File: src/rtl/bidirectional_shift_serializer.sv
// Parallel-in, serial-out shifter with a valid/ready load handshake.
// Emits one bit per enabled cycle, MSB-first (dir=0) or LSB-first (dir=1).
module bidirectional_shift_serializer #(
  parameter int MSB = 8
) (
  input  logic           clk,
  input  logic           rstn,
  input  logic [MSB-1:0] din,
  input  logic           dir,
  input  logic           load_valid,
  output logic           load_ready,
  input  logic           en,
  output logic           q,
  output logic           q_valid,
  output logic           last,
  output logic           busy
);

  localparam int            CW       = (MSB > 1) ? $clog2(MSB) : 1;
  localparam logic [CW-1:0] CNT_LAST = CW'(MSB - 1);

  localparam logic [0:0] IDLE  = 1'b0;
  localparam logic [0:0] SHIFT = 1'b1;

  logic [0:0]     state;
  logic [MSB-1:0] shreg;
  logic           dir_l;
  logic [CW-1:0]  cnt;

  logic shifting;
  logic at_last;
  logic accept;

  assign shifting = (state == SHIFT);
  assign at_last  = (cnt == CNT_LAST);

  // A new word may only replace the current one on its final enabled bit,
  // which gives back-to-back words with no idle cycle between them.
  assign load_ready = !shifting || (en && at_last);
  assign accept     = load_valid && load_ready;

  assign q       = shifting && (dir_l ? shreg[0] : shreg[MSB-1]);
  assign q_valid = shifting;
  assign last    = shifting && at_last;
  assign busy    = shifting;

  // NOTE: sequential state uses non-blocking assignments so every register
  // samples the pre-edge values, independent of statement order.
  always_ff @(posedge clk or negedge rstn) begin
    if (!rstn) begin
      state <= IDLE;
      shreg <= '0;
      dir_l <= 1'b0;
      cnt   <= '0;
    end else if (accept) begin
      state <= SHIFT;
      shreg <= din;
      dir_l <= dir;
      cnt   <= '0;
    end else if (shifting && en) begin
      if (at_last) begin
        state <= IDLE;
        shreg <= '0;
        cnt   <= '0;
      end else begin
        if (dir_l) shreg <= {1'b0, shreg[MSB-1:1]};
        else       shreg <= {shreg[MSB-2:0], 1'b0};
        cnt <= cnt + 1'b1;
      end
    end
  end

endmodule

File: config.mk
export PLATFORM = sky130hd
export DESIGN_NAME = bidirectional_shift_serializer
export DESIGN_NICKNAME = d
export VERILOG_FILES = /design/src/rtl/bidirectional_shift_serializer.sv
export SDC_FILE = /design/constraint.sdc
export NUM_CORES = 1
export LEC_CHECK = 0
export ABC_AREA = 0
export CAP_MARGIN = 0
export CORE_MARGIN = 2
export CORE_UTILIZATION = 45
export CTS_CLUSTER_DIAMETER = 80
export DETAILED_ROUTE_END_ITERATION = 16
export PLACE_DENSITY_LB_ADDON = 0.05
export RECOVER_POWER = 50
export SYNTH_ARGS = -nofsm -noshare
export SYNTH_HDL_FRONTEND = slang
export SYNTH_SLANG_ARGS = --single-unit
File: constraint.sdc
create_clock -name clk -period 3.59 [get_ports clk]
set_input_delay 0.5385 -clock clk [delete_from_list [all_inputs] [get_ports clk]]
set_output_delay 0.5385 -clock clk [all_outputs]
set_load 0.01 [all_outputs]
==> results.txt <==
The detail route stage leaves a number of antenna-violating nets equal to 0. Entering global routing, the biggest net connects 22 pins. The root buffer cell is sky130_fd_sc_hd__clkbuf_4. The startpoint of the worst-slack reg-to-reg timing path is cnt[0]$_DFFE_PN0P_. The global-route wire length before repair came out at between 3 and 4 mm. The synthesized net count came out at about 110. The number of antenna diodes in the final layout is 0. The standard-cell row count came out at 16.

The leakage power total came out at around 0.5 nW. The iteration count of the initial detailed-routing pass came out at 4. The required time reported for the critical path endpoint came out at 3.05 ns. The sequential element share of the synthesized area came out at 0.368. The per-cell via count in the routed design is about 5.4. The final clock skew came out at about 0.0019 ns. The total negative slack is 0 ns. The count of H-tree levels built during CTS came out at 1. For this block, the initial DRC count from the detailed router was 8. The critical path data arrival time came out at approximately 2.0 ns. Setup violations remaining at the end of the flow were counted as 0. The hold path startpoint is cnt[2]$_DFFE_PN0P_. For hold timing, the worst endpoint is cnt[2]$_DFFE_PN0P_. The number of different library cells in the post-synthesis netlist came out at 27. The via count of the routed design is ~700.

The cell depth of the worst flop-to-flop path came out at 5. Dividing the final minimum period by the clock period gives 0.702. The area enclosed by the die boundary came out at 2330 sq um. The endpoint identified for the worst register-to-register timing path is dir_l$_DFFE_PN0P_.

For flop-to-flop paths, the worst setup slack is 1.86 ns. In this run the tightest slew margin relative to its limit is 0.471. The flip-flop and latch count after synthesis is 13. The total standard cell area after synthesis came out at slightly below 900 sq um. The core region area came out at 1900 sq um.

The fraction of final layout cells with drive strength greater than 1 is 0.0762. The number of top-level pins is 18. The worst-case vdd ir drop came out at between 300 and 400 uV.

The post-CTS repair timing setup buffer count is 0. The type of the worst setup path is reg2out. The sum of routed wire length over all layers came out at between 1.5 and 2 mm. The number of instances in the synthesized netlist came out at about 90. The total of buffers placed on input and output ports is 17. The maximum frequency from static timing analysis came out at around 400 MHz. In this run, post-CTS hold repair placed 0 buffers. Along the worst path, the maximum fanout reaches 8. The total routing usage reported by global routing is 0.164. The flow ran to the end, and the final reports show no timing, DRC or antenna violations. The measured slew at the worst slew-check pin came out at about 0.79 ns. The via count of the first global-routing pass is between 600 and 700. The routed wirelength normalized by instance count came out at about 13 um. The effective utilization at floorplan is 0.464. The number of nets in the finished design is around 120.

The tool flagged a number of max-cap violations equal to 0. The clock edge transition at the registers on the reported setup and hold paths is 0.08 ns. STA classifies the critical path startpoint as a flop.

The number of buffers added by the clock tree synthesis step came out at 3. The final-report hold violation count came to 0. For this run, design rule violations remaining after detail routing come to 0. Leaving out fill and tap cells, the most frequent cell in the layout is sky130_fd_sc_hd__clkdlybuf4s50_1. The worst hold path belongs to the class reg2reg. The number of antenna violations at the first check in global routing is 0.

The Yosys warning count is 0. No sink is reached through more buffers than the 2 on the longest clock path. The total global routing overflow is 0. The area growth from synthesis to layout is 20.3%.

Measured along the y axis, the die boundary spans about 48 um. Setup repair after global routing left no endpoint under its margin. The horizontal die dimension came out at about 48 um. Dividing total power by cell area gives a power density of about 590 nW/um^2. The total design power is ~0.62 mW. The count of clock tree sinks came out at 13. The count of final max-slew check failures is 0.

STA classifies the critical path endpoint as an output port. The library cells used most frequently in the layout, excluding fill and tap cells, are sky130_fd_sc_hd__clkdlybuf4s50_1, sky130_fd_sc_hd__mux2i_1, sky130_fd_sc_hd__dfrtp_1. The mean cell area of the mapped netlist is 9.71 sq um. The congestion estimate from routability-driven global placement came to ~0.73. Counting instances, the worst hold path has a depth of 2.

The sum of net half-perimeters after detailed placement is ~1.2 mm. The worst-skew pair later-pin latency is ~0.26 ns. The worst path needs roughly 2.5 ns of the cycle, external delays included. The post-cts sizing count is 0. TritonCTS built the clock tree.
state kept, by name, summed over array words and instances, names as in the netlist:
signal,cells
cnt,3
shreg,8
busy,1
dir_l,1
worst max-delay path by stage:
stage	startpoint	end	slack, ns	cells past startpoint
final	cnt[0]$_DFFE_PN0P_	load_ready	1.07	5
after global routing	cnt[0]$_DFFE_PN0P_	load_ready	0.92	5
after CTS	cnt[0]$_DFFE_PN0P_	load_ready	1.05	5
after detailed placement	en	load_ready	1.12	4
after global placement	en	load_ready	1.14	4
after floorplan	cnt[0]$_DFFE_PN0P_	load_ready	1.98	4
cell families (layout without fill, tap and decap cells):
family          Yosys count  after routing  synth area share
fa+ha+maj                 2              2            0.0283
mux                      16             16             0.186
compound gates           20             20             0.173
buf+inv                   9             23            0.0666
flops                    13             13             0.368
simple gates             31             31             0.178
where the power goes:
| part | switching (mW) | internal (mW) |
|---|---|---|
| Clock | 0.0445 | 0.0429 |
| Combinational | 0.103 | 0.155 |
| Sequential | 0.0746 | 0.202 |
layer usage:
metal / part of all wire / track usage
met3: 0.047 / 0.0432
met2: 0.44 / 0.259
met1: 0.50 / 0.218
met5: 0 / 0
met4: 0.0085 / 0.0571
metrics by stage:
stage	util	cells	cell area [sq um]	hold WS (ns)	worst slack [ns]
4_1_cts	0.559	132	1060	0.557	1.05
3_3_place_gp	0.545	128	1040	0.521	1.14
3_5_place_dp	0.545	128	1040	0.532	1.12
2_1_floorplan	-	91	883	0.243	1.98
6_report	0.559	132	1060	0.551	1.07
5_1_grt	0.559	132	1060	0.587	0.919
cell usage after synthesis:
master	n	share of area
sky130_fd_sc_hd__ha_1	2	0.028
sky130_fd_sc_hd__dfrtp_1	13	0.37
sky130_fd_sc_hd__mux2_1	1	0.013
sky130_fd_sc_hd__buf_6	2	0.025
sky130_fd_sc_hd__a22o_1	1	0.0099
sky130_fd_sc_hd__buf_4	2	0.017
sky130_fd_sc_hd__clkbuf_1	1	0.0042
sky130_fd_sc_hd__nand2b_1	1	0.0071
sky130_fd_sc_hd__a21boi_2	1	0.013
sky130_fd_sc_hd__nor4b_1	1	0.0099
sky130_fd_sc_hd__o22ai_1	8	0.057
sky130_fd_sc_hd__o21ai_1	1	0.0057
sky130_fd_sc_hd__o32a_1	2	0.023
sky130_fd_sc_hd__a211o_1	6	0.059
sky130_fd_sc_hd__nand3b_2	1	0.013
sky130_fd_sc_hd__o21ai_0	1	0.0057
sky130_fd_sc_hd__nand2_1	10	0.042
sky130_fd_sc_hd__nand2_4	1	0.013
sky130_fd_sc_hd__and2_1	1	0.0071
sky130_fd_sc_hd__mux2i_1	13	0.15
sky130_fd_sc_hd__nor3_1	1	0.0057
sky130_fd_sc_hd__nor2b_1	5	0.035
sky130_fd_sc_hd__nor2_1	8	0.034
sky130_fd_sc_hd__nand3_1	2	0.011
sky130_fd_sc_hd__inv_1	2	0.0085
sky130_fd_sc_hd__mux2_2	2	0.025
sky130_fd_sc_hd__buf_2	2	0.011
final cells by class:
type	count	area [sq um]
Clock buffer	4	26.3
Fill cell	188	840
Inverter	2	7.51
Multi-Input combinational cell	69	499
Sequential cell	13	325
Tap cell	27	33.8
Timing Repair Buffer	17	170
critical path: stages (launching register included):
cell,delay [ns]
sky130_fd_sc_hd__dfrtp_1,0.40
sky130_fd_sc_hd__ha_1,0.17
sky130_fd_sc_hd__ha_1,0.36
sky130_fd_sc_hd__nand2_4,0.14
sky130_fd_sc_hd__nand2_1,0.11
sky130_fd_sc_hd__clkdlybuf4s50_1,0.54
Power figures use the tool's default switching activity.
